[src/rtl/pipe_arb_pkg.sv]
// Shared types and defaults for the MEM-stage data-RAM arbiter and its burst counter.
package pipe_arb_pkg;

  localparam int DATA_W         = 32;
  localparam int LEN_W          = 4;
  localparam int ADDR_W_DEF     = 5;
  localparam int STARVE_MAX_DEF = 4;
  localparam int BURST_MAX_DEF  = 4;

  typedef enum logic {
    S_CPU = 1'b0,
    S_DMA = 1'b1
  } arb_state_e;

endpackage

[src/rtl/pipe_arb_burst_ctr.sv]
// Burst bookkeeping: base/length/beat/slot counters, beat address and last/preempt flags.
// Kept free of arbiter policy so an IF-side loader can reuse it.
module pipe_arb_burst_ctr
  import pipe_arb_pkg::*;
#(
  parameter int ADDR_W    = ADDR_W_DEF,
  parameter int BURST_MAX = BURST_MAX_DEF
) (
  input  logic              clock,
  input  logic              resetn,
  input  logic              load_i,
  input  logic              start_i,
  input  logic              step_i,
  input  logic              hold_req_i,
  input  logic [ADDR_W-1:0] base_i,
  input  logic [LEN_W-1:0]  len_i,
  output logic [ADDR_W-1:0] addr_o,
  output logic              last_o,
  output logic              preempt_o
);

  logic [ADDR_W-1:0] base_q, base_d;
  logic [LEN_W-1:0]  len_q, len_d;
  logic [LEN_W-1:0]  beat_cnt_q, beat_cnt_d;
  logic [LEN_W-1:0]  slot_cnt_q, slot_cnt_d;
  logic              slot_full;

  always_comb begin
    // NOTE: every next-state variable gets a default first, otherwise a latch is inferred.
    base_d     = base_q;
    len_d      = len_q;
    beat_cnt_d = beat_cnt_q;
    slot_cnt_d = slot_cnt_q;
    if (load_i) begin
      base_d     = base_i;
      len_d      = len_i;
      beat_cnt_d = '0;
    end
    if (start_i) begin
      slot_cnt_d = '0;
    end
    if (step_i) begin
      beat_cnt_d = beat_cnt_q + LEN_W'(1);
      slot_cnt_d = slot_cnt_q + LEN_W'(1);
    end
  end

  // NOTE: state registers use non-blocking assignments so all flops update together at the edge.
  always_ff @(posedge clock) begin
    if (!resetn) begin
      base_q     <= '0;
      len_q      <= '0;
      beat_cnt_q <= '0;
      slot_cnt_q <= '0;
    end else begin
      base_q     <= base_d;
      len_q      <= len_d;
      beat_cnt_q <= beat_cnt_d;
      slot_cnt_q <= slot_cnt_d;
    end
  end

  // Address wraps naturally at 2^ADDR_W.
  assign addr_o    = base_q + ADDR_W'(beat_cnt_q);
  assign last_o    = (beat_cnt_q == len_q);
  assign slot_full = (slot_cnt_q >= LEN_W'(BURST_MAX - 1));
  assign preempt_o = slot_full && hold_req_i && !last_o;

endmodule

[src/rtl/pipe_dmem_arbiter.sv]
// Shares the MEM-stage data-RAM port between the pipeline (default priority) and a DMA/debug
// burst loader; starvation counter and per-grant burst cap guarantee both sides progress.
module pipe_dmem_arbiter
  import pipe_arb_pkg::*;
#(
  parameter int ADDR_W     = ADDR_W_DEF,
  parameter int STARVE_MAX = STARVE_MAX_DEF,
  parameter int BURST_MAX  = BURST_MAX_DEF
) (
  input  logic              clock,
  input  logic              resetn,
  input  logic              cpu_req,
  input  logic              cpu_we,
  input  logic [31:0]       cpu_addr,
  input  logic [31:0]       cpu_wdata,
  output logic [31:0]       cpu_rdata,
  output logic              cpu_stall,
  input  logic              dma_req,
  input  logic              dma_we,
  input  logic [ADDR_W-1:0] dma_addr,
  input  logic [3:0]        dma_len,
  input  logic [31:0]       dma_wdata,
  output logic              dma_beat,
  output logic [31:0]       dma_rdata,
  output logic              dma_rvalid,
  output logic              dma_done,
  output logic              ram_we,
  output logic [ADDR_W-1:0] ram_addr,
  output logic [31:0]       ram_wdata,
  input  logic [31:0]       ram_rdata
);

  localparam int                WAIT_W   = $clog2(STARVE_MAX + 1);
  localparam logic [WAIT_W-1:0] WAIT_SAT = WAIT_W'(STARVE_MAX);

  arb_state_e        state_q, state_d;
  logic [WAIT_W-1:0] wait_cnt_q, wait_cnt_d;
  logic              resumed_q, resumed_d;
  logic              we_q, we_d;
  logic              dma_rvalid_q, dma_done_q;
  logic [DATA_W-1:0] dma_rdata_q;

  logic              in_dma, pending, grant, last, preempt;
  logic [ADDR_W-1:0] burst_addr;
  logic              unused_addr_bits;

  assign in_dma  = (state_q == S_DMA);
  // A preempted burst resumes regardless of dma_req; a fresh one waits out the done pulse.
  assign pending = resumed_q || (dma_req && !dma_done_q);
  assign grant   = !in_dma && pending && (!cpu_req || (wait_cnt_q >= WAIT_SAT));

  pipe_arb_burst_ctr #(
    .ADDR_W   (ADDR_W),
    .BURST_MAX(BURST_MAX)
  ) u_burst_ctr (
    .clock     (clock),
    .resetn    (resetn),
    .load_i    (grant && !resumed_q),
    .start_i   (grant),
    .step_i    (in_dma),
    .hold_req_i(cpu_req),
    .base_i    (dma_addr),
    .len_i     (dma_len),
    .addr_o    (burst_addr),
    .last_o    (last),
    .preempt_o (preempt)
  );

  always_comb begin
    state_d    = state_q;
    wait_cnt_d = wait_cnt_q;
    resumed_d  = resumed_q;
    we_d       = we_q;
    if (!in_dma) begin
      if (grant) begin
        state_d    = S_DMA;
        wait_cnt_d = '0;
        resumed_d  = 1'b0;
        if (!resumed_q) we_d = dma_we;
      end else if (pending && (wait_cnt_q < WAIT_SAT)) begin
        wait_cnt_d = wait_cnt_q + WAIT_W'(1);
      end
    end else if (last) begin
      state_d = S_CPU;
    end else if (preempt) begin
      // Saturated wait count re-grants after exactly one CPU cycle.
      state_d    = S_CPU;
      resumed_d  = 1'b1;
      wait_cnt_d = WAIT_SAT;
    end
  end

  always_ff @(posedge clock) begin
    if (!resetn) begin
      state_q      <= S_CPU;
      wait_cnt_q   <= '0;
      resumed_q    <= 1'b0;
      we_q         <= 1'b0;
      dma_rvalid_q <= 1'b0;
      dma_done_q   <= 1'b0;
      dma_rdata_q  <= '0;
    end else begin
      state_q      <= state_d;
      wait_cnt_q   <= wait_cnt_d;
      resumed_q    <= resumed_d;
      we_q         <= we_d;
      dma_rvalid_q <= in_dma && !we_q;
      dma_done_q   <= in_dma && last;
      if (in_dma && !we_q) dma_rdata_q <= ram_rdata;
    end
  end

  assign ram_we     = in_dma ? we_q       : (cpu_req & cpu_we);
  assign ram_addr   = in_dma ? burst_addr : cpu_addr[ADDR_W+1:2];
  assign ram_wdata  = in_dma ? dma_wdata  : cpu_wdata;
  assign cpu_rdata  = ram_rdata;
  assign cpu_stall  = in_dma & cpu_req;
  assign dma_beat   = in_dma;
  assign dma_rdata  = dma_rdata_q;
  assign dma_rvalid = dma_rvalid_q;
  assign dma_done   = dma_done_q;

  assign unused_addr_bits = ^{cpu_addr[31:ADDR_W+2], cpu_addr[1:0]};

endmodule
[config.mk]
export PLATFORM = sky130hd
export DESIGN_NAME = pipe_dmem_arbiter
export DESIGN_NICKNAME = d
export VERILOG_FILES = /design/src/rtl/pipe_arb_pkg.sv /design/src/rtl/pipe_arb_burst_ctr.sv /design/src/rtl/pipe_dmem_arbiter.sv
export SDC_FILE = /design/constraint.sdc
export NUM_CORES = 1
export LEC_CHECK = 0
export CAP_MARGIN = 0
export CORE_ASPECT_RATIO = 1.75
export CORE_MARGIN = 3
export CORE_UTILIZATION = 34
export CTS_BUF_LIST = sky130_fd_sc_hd__clkbuf_16
export DETAILED_ROUTE_END_ITERATION = 10
export PLACE_DENSITY = 0.93
export SETUP_SLACK_MARGIN = 0.05
export SYNTH_ARGS = -nofsm -noshare
export SYNTH_HDL_FRONTEND = slang
export SYNTH_HIERARCHICAL = 1
export SYNTH_SLANG_ARGS = --single-unit
[constraint.sdc]
create_clock -name clock -period 2.9 [get_ports clock]
set_input_delay 0.87 -clock clock [delete_from_list [all_inputs] [get_ports clock]]
set_output_delay 0.87 -clock clock [all_outputs]
set_load 0.03 [all_outputs]
# Word level (Yosys, flattened, before mapping)
# Cells that the tools add are included.
[word_totals]
register_bits = 57
inputBits = 143
out_inout_bits = 106
elab_cells = 68
[classes]
addsub = 4
order_cmp = 3
n_eq_ne = 3
muxes = 20
bitwise = 4
reduce_logical = 23
[ops]
columns = ["cell", "n"]
rows = [
  ["32-bit two-way mux", 1],
  ["4-bit two-way mux", 4],
  ["3-bit two-way mux", 5],
  ["1-bit logical AND", 9],
  ["1-bit two-way mux", 9],
  ["3-bit AND reduction", 3],
  ["4-bit by 1-bit adder with 4-bit output, second input constant", 2],
  ["1-bit zero test", 6],
  ["5-bit by 4-bit adder with 5-bit output", 1],
  ["5-bit two-way mux", 1],
  ["4-bit == test", 1],
  ["4-bit by 2-bit greater-or-equal comparator with 1-bit output, second input constant", 1],
  ["2-bit nonzero test", 2],
  ["3-bit by 1-bit adder with 3-bit output, second input constant", 1],
  ["3-bit greater-or-equal comparator, second input constant", 1],
  ["3-bit less-than comparator, second input constant", 1],
  ["3-bit nonzero test", 1],
  ["1-bit bitwise AND", 2],
  ["1-bit logical OR", 2],
  ["2-bit by 1-bit != test with 1-bit output, second input constant", 1],
  ["2-bit != test, second input constant", 1],
  ["1-bit inverter", 2],
]

# Logic depth before layout (Yosys ltp)
# Gate-level depths: netlist of the first run.
[depth]
ltp_word = 8
mapped_depth = 7
ltp_nobuf = 7

# By module
# Netlist of the first run, hierarchy kept.
[modules_own_cells]
columns = ["module", "n_inst", "cells_per_inst", "area_per_inst_um2", "seq_area_each_um2"]
rows = [
  ["pipe_dmem_arbiter", 1, 256, 2296.0, 800.8],
  ["pipe_arb_burst_ctr", 1, 97, 939.7, 340.3],
]

# Worst setup path after synthesis of the first run
# OpenSTA, ideal clock, no wires.
[synth_path]
kind = "register -> output"
startpoint = "reg u_burst_ctr.beat_cnt_q[0]"
endpoint = "out ram_addr[4]"
arrival_ps = 1723
required_time_ps = 2030
path_slack_ps = 307
path_stages_with_launch = 8
path_buffers = 0
path_cell_list = "dfxtp_1 ha_1 inv_1 fa_1 nand2b_1 a21oi_1 xor2_1 mux2_2"
[synth_between]
elab_chain_cells = 2
[synth_rtl]
columns = ["item", "line", "rtl"]
rows = [
  ["from (decl)", "pipe_arb_burst_ctr.sv:24", "logic [LEN_W-1:0] beat_cnt_q, beat_cnt_d;"],
  ["from (signal assigned)", "pipe_arb_burst_ctr.sv:58", "beat_cnt_q <= beat_cnt_d;"],
  ["5-bit by 4-bit adder with 5-bit output", "pipe_arb_burst_ctr.sv:64", "assign addr_o = base_q + ADDR_W'(beat_cnt_q);"],
  ["named net burst_addr[4]", "pipe_dmem_arbiter.sv:44", "logic [ADDR_W-1:0] burst_addr;"],
  ["5-bit two-way mux", "pipe_dmem_arbiter.sv:114", "assign ram_addr = in_dma ? burst_addr : cpu_addr[ADDR_W+1:2];"],
  ["to (decl)", "pipe_dmem_arbiter.sv:28", "output logic [ADDR_W-1:0] ram_addr,"],
]
# The timed path passes the listed nets, and every way through them passes these cells.

# Final worst setup path of the first run
# Ends and elaborated chain as after synthesis.

==> results of run 1 <==
==> synth_stat cells, types with 2 or more instances <==
master / number
a21boi_0: 2
inv_1: 6
ha_1: 7
nor2b_1: 16
o31ai_1: 2
dfxtp_1: 57
a21o_1: 2
nand2b_1: 3
mux2_1: 4
a21oi_1: 24
o21ai_0: 5
xnor2_1: 2
nand2_1: 69
nor2_1: 9
nand3b_1: 3
buf_8: 2
a21oi_2: 16
buf_2: 6
nor3b_1: 4
buf_4: 34
mux2i_1: 12
xor2_1: 5
buf_6: 8
nand3_1: 5
clkbuf_1: 3
mux2_2: 33
==> stage by stage <==
stage / TNS [ns] / power (µW) / area, µm²
4_1_cts: 0 / 2724 / 5449
3_5_place_dp: -0.5017 / 1620 / 5097
2_1_floorplan: 0 / 1303 / 3236
5_1_grt: 0 / 2802 / 5446
3_3_place_gp: -0.4964 / 1602 / 5097
6_report: 0 / 2690 / 5446
==> worst paths after layout <==
check | endpoint | slack, ns | startpoint | depth (start not counted)
min | dma_rdata[16] | 0.45 | dma_rdata[16] | 2
max | ram_addr[4] | 0.09 | u_burst_ctr/beat_cnt_q[0] | 8
min reg2reg | dma_rdata[16] | 0.45 | dma_rdata[16] | 2
max reg2reg | wait_cnt_q[0] | 1.10 | u_burst_ctr/beat_cnt_q[0] | 7
==> layout make-up <==
class | count | area share [%]
Timing Repair Buffer | 233 | 39.10
Clock inverter | 7 | 1.562
Multi-Input combinational cell | 237 | 31.01
Tap cell | 120 | 2.757
Sequential cell | 57 | 21.02
Clock buffer | 9 | 4.135
Inverter | 6 | 0.4135
==> registers in the layout, summed over array words and instances, names as in the netlist <==
name / cells
resumed_q: 1
dma_done: 1
u_burst_ctr/beat_cnt_q: 4
dma_rvalid: 1
wait_cnt_q: 3
we_q: 1
dma_rdata: 32
u_burst_ctr/len_q: 4
u_burst_ctr/slot_cnt_q: 4
u_burst_ctr/base_q: 5
dma_beat: 1
==> routing by layer <==
layer,up-vias,routed length (µm),track usage (%)
met4,0,146,5.733
li1,1540,-,-
met3,12,948,6.676
met1,1431,3363,17.43
met2,153,5607,34.88
met5,-,0,0
==> logic make-up (layout without fill, tap and decap cells) <==
logic type / count (synthesis) / count (layout)
mux: 49 / 49
buf+inv: 59 / 255
flops: 57 / 57
xor+xnor: 7 / 7
fa+ha+maj: 8 / 8
compound gates: 56 / 56
simple gates: 117 / 117
==> timing repair <==
item,4_1_cts,5_1_grt
gates resized for setup,16,3
setup endpoints to repair,5,3
setup buffers,1,0
pin swaps,4,2
==> tightest hold or removal path: stages, from the launching register on <==
cell     delay (ns)
dfxtp_1        0.30
nand2_1        0.05
a21oi_1        0.05
==> power by group through the flow <==
stage | clock network (µW) | registers [µW] | logic, µW
3_5_place_dp | 0 | 862 | 758
3_3_place_gp | 0 | 860 | 743
6_report | 1090 | 848 | 756
5_1_grt | 1150 | 852 | 800
2_1_floorplan | 0 | 905 | 399
4_1_cts | 1110 | 848 | 762
==> results.ini, run 1 <==
[synthesis]
synthAdderAreaFrac_pct=3.326
synth_top_family_by_area=simple AND/OR/NAND/NOR gates
synth.distinct_cells=40
syn_avg_cell_area_um2=9.166
yosysTopAreaCell=dfxtp_1
syn_inst=353
netlist_area_um2=3236
yosys_warnings=6
synth.area.mux_share_pct=16.59
synth_compound_area_share_pct=11.56
synthSimpleGateAreaFrac_pct=17.79
ys_seq_area_share_pct=35.27
synthXorXnorAreaFrac_pct=1.895
async_reset_ff_share_pct=0
yosys_register_bits=57
synth_top_area_share_pct=35.27
yosys_most_used_dff=dfxtp_1
synth.area.top_cells=dfxtp_1 35%, mux2_2 11%, nand2_1 8.0%
synth_nets=504
synth_edf_count=0

[layout]
drive_gt1_share_pct=28.60
multi_input_area_um2=1689
area_growth_pct=68.33
layout.nets=695
layout_commonest_cell=clkdlybuf4s50_1
antenna_cells=0
fin_cells=669
fillers=757
regArea_um2=1145
final_cell_mix=150 x clkdlybuf4s50_1, 78 x buf_4, 69 x nand2_1
final_util_pct=59.52

[global_routing]
antenna_found_initial=0
grt_usage_pct=18.18
overflow=0
grt_pass1_vias=3235
grt_pass1_wl_mm=15.42
grt_max_degree=34

[clocking]
root_buffer=clkbuf_16
tritoncts=built
numCtsBuffers=9
insertion_delay_ns=0.32
clock-sinks=57
clkTransAtPathRegs_ns=0.05
cts_buffer_depth=2
h-tree-depth=3
hold_buffers=0

[timing]
setup_ws_ns=0.08836
drv_slew=0
finalSetupViolCount=0
rsz0062_at_grt=true
hold_viol=0
clock-skew-final_ns=0.003968
fmax_mhz=355.7
worst_pin_slew_ns=0.4816
maxSlewHeadroom_pct=67.63
holdWs_ns=0.4535
min_period_ns=2.812
fin_crit_sh_pct=96.95

[setup_path]
endpoint_kind=output port
worstPathMaxFanout=2
crit_slowest_cell=dfxtp_2
slowest_delay_ns=0.35
cp.arrival_ns=1.94
cp_data_required_time_ns=2.03
path_cells=ha_4 > inv_2 > fa_2 > nand2b_4 > a21oi_2 > xor2_1 > mux2_4 > buf_6
startpoint_type=flop
path_delay_family=adder cells
path_buf_inv=2
worstSetupPathType=flop to output port

[pwr]
power_switching_uw=758.2
power_frac_clock_pct=40.4
power.internal_uw=1932
leakage_uw=0.002151
power.density_nw_per_um2=494.0
seq_power_share_pct=31.5
p_comb_share_pct=28.1
swShare_pct=28.18
ir_drop_mv=0.3521

[placed_design]
dp.cells=652
gp_routability_congestion=0.7833
post-place-ws_ns=-0.1507
dp_hpwl_mm=7.908
io_buffers=221

[outcome]
outcome=finished, final reports clean

[routing]
firstDrtPassIters=4
wl_per_cell_um=15.05
drtIter0Drc=101
route.detailed.drc=0
vias=3136
vias_per_cell=4.688
wl_mm=10.07
ant_nets=0

[floorplan]
fp-row-count=46
die-height_um=135.1
initial_core_util_pct=35.36
die_area_um2=10770
ioPinCount=249
core_um2=9151
die_x_um=79.74

[worst_hold_path]
worst_hold_path_type=flop to flop

[flow_run]
drv_cap=0

(Power assumes the default switching activity.)
==> run 2: changes to the inputs <==
CORE_MARGIN = unset   (was 3)
==> results.ini, run 2 (synthesis gave the netlist of run 1 again) <==
[floorplan]
initial_core_util_pct=35.36  ; unchanged
die-height_um=131.1  ; -3.0%
die_area_um2=9926  ; -7.8%
core_um2=9151  ; unchanged
die_x_um=75.74  ; -5.0%
fp-row-count=46  ; unchanged
ioPinCount=249  ; unchanged

[placed_design]
dp_hpwl_mm=7.686  ; -2.8%
gp_routability_congestion=0.7432  ; -5.1%
placed_cell_area_um2=5122  ; +0.49%
io_buffers=221  ; unchanged

[layout]
largest_register_ffs=32  ; unchanged
fin_area_um2=5449  ; about the same
final_util_pct=59.54  ; about the same
antenna_cells=0  ; unchanged
layout.nets=694  ; -0.14%
final_cell_mix=149 x clkdlybuf4s50_1, 71 x buf_4, 69 x nand2_1
drive_gt1_share_pct=27.19  ; -1.4 points
regArea_um2=1147  ; +0.22%
fillers=721  ; -4.8%
layout_commonest_cell=clkdlybuf4s50_1
area_growth_pct=68.41  ; about the same
multi_input_area_um2=1693  ; +0.22%

[timing]
rsz0062_at_grt=true
setup_tns_ns=0  ; unchanged
fin_crit_sh_pct=97.25  ; +0.29 points
drv_slew=0  ; unchanged
clock-skew-final_ns=0.005941  ; +0.001973 ns
hold_viol=0  ; unchanged
min_period_ns=2.820  ; +0.008543 ns
maxSlewHeadroom_pct=19.27  ; -48 points
finalSetupViolCount=0  ; unchanged
holdWs_ns=0.4521  ; -0.001371 ns
worst_pin_slew_ns=1.211  ; +0.7294 ns
fmax_mhz=354.6  ; -0.30%

[setup_path]
endpoint_kind=output port
cp.arrival_ns=1.95  ; about the same
path_buf_inv=2  ; unchanged
startpoint_type=primary input
worstPathMaxFanout=1  ; -1
slowest_delay_ns=0.40  ; +0.05 ns
path_cells=clkdlybuf4s50_1 > mux2_1 > dlygate4sd2_1
cp_data_required_time_ns=2.03  ; about the same
path_delay_family=buffers and inverters
worstSetupPathType=primary input to output port
crit_slowest_cell=clkdlybuf4s50_1

[clocking]
hold_buffers=0  ; unchanged
clkTransAtPathRegs_ns=0.05  ; about the same
h-tree-depth=3  ; unchanged
clock-sinks=57  ; unchanged
numCtsBuffers=9  ; unchanged
tritoncts=built
cts_buffer_depth=2  ; unchanged
insertion_delay_ns=0.32  ; about the same
root_buffer=clkbuf_16

[global_routing]
grt_usage_pct=19.75  ; +1.6 points
grt_pass1_vias=3261  ; +0.80%
grt_max_degree=38  ; +12%
overflow=0  ; unchanged
antenna_found_initial=0  ; unchanged
grt_pass1_wl_mm=14.70  ; -4.7%

[outcome]
outcome=finished, final reports clean

[routing]
ant_nets=0  ; unchanged
vias_per_cell=4.772  ; +1.8%
vias=3188  ; +1.7%
route.detailed.drc=0  ; unchanged
wl_per_cell_um=14.68  ; -2.4%
wl_mm=9.809  ; -2.6%
drtIter0Drc=140  ; +39%
firstDrtPassIters=4  ; unchanged

[pwr]
total_power_uw=2593  ; -3.6%
leakage_uw=0.002161  ; +0.46%
power.density_nw_per_um2=475.8  ; -3.7%
ir_drop_mv=0.3192  ; -9.3%

[flow_run]
drv_cap=0  ; unchanged

[worst_hold_path]
worst_hold_path_type=flop to flop

[run 2: cell types whose count changed in the layout (fill, tap and decap cells not counted), sizes merged]
cell           before  now
dlygate4sd2         3    6
dlymetal6s2s        0    1
inv                 6    8
clkdlybuf4s50     150  149
bufinv              2    1
clkinvlp            1    0
buf                80   76
[run 2: layout make-up]
cell class | instances | share of cell area [%]
repair buffers | 232 | 39.59
multi-input cells | 237 | 31.07
flip-flops and latches | 57 | 21.06
clock buffers | 9 | 4.133
well taps | 120 | 2.755
clock inverters | 7 | 0.9874
inverters | 6 | 0.4133
[run 2: through the flow]
stage          worst slack, ns  std cells
2_1_floorplan           0.3066        353
6_report               0.07982        668
5_1_grt               0.009861        668
3_3_place_gp           -0.1351        651
3_5_place_dp           -0.1599        651
4_1_cts                0.02839        668
[run 2: worst reg2reg max path: stages, from the launching register on]
cell and delay (ns):
dfxtp_4 0.35, buf_4 0.16, xor2_1 0.17, nor4_2 0.54
nor2_1 0.14, nand3b_1 0.20, nand3_1 0.10, o32ai_1 0.13
[run 2: what timing repair did]
action | 4_1_cts | 5_1_grt
setup buffers | 1 | 0
setup endpoints to repair | 8 | 5
pin swaps | 4 | 2
gates resized for setup | 20 | 5
[run 2: power breakdown]
part / total [µW] / leakage [µW] / switching [µW] / internal [µW]
Sequential: 850 / 0.000465 / 27.5 / 822
Clock: 982 / 0.000144 / 336 / 645
Combinational: 761 / 0.00155 / 389 / 372
Total: 2590 / 0.00216 / 753 / 1840
[run 2: per-layer routing]
metal | global-route usage (%) | routed length, µm | vias to the layer above
li1 | - | - | 1537
met1 | 16.60 | 3053 | 1464
met2 | 39.46 | 5595 | 168
met3 | 5.887 | 886 | 19
met4 | 9.368 | 273 | 0
met5 | 0 | 0 | -
[run 2: path summary, 6_finish.rpt]
| kind | startpoint | end | slack (ns) | cells past startpoint |
|---|---|---|---|---|
| max | dma_wdata[9] | ram_wdata[9] | 0.08 | 3 |
| min | dma_rdata[23] | dma_rdata[23] | 0.45 | 2 |
| max reg2reg | u_burst_ctr/beat_cnt_q[0] | wait_cnt_q[0] | 1.02 | 7 |
| min reg2reg | dma_rdata[23] | dma_rdata[23] | 0.45 | 2 |
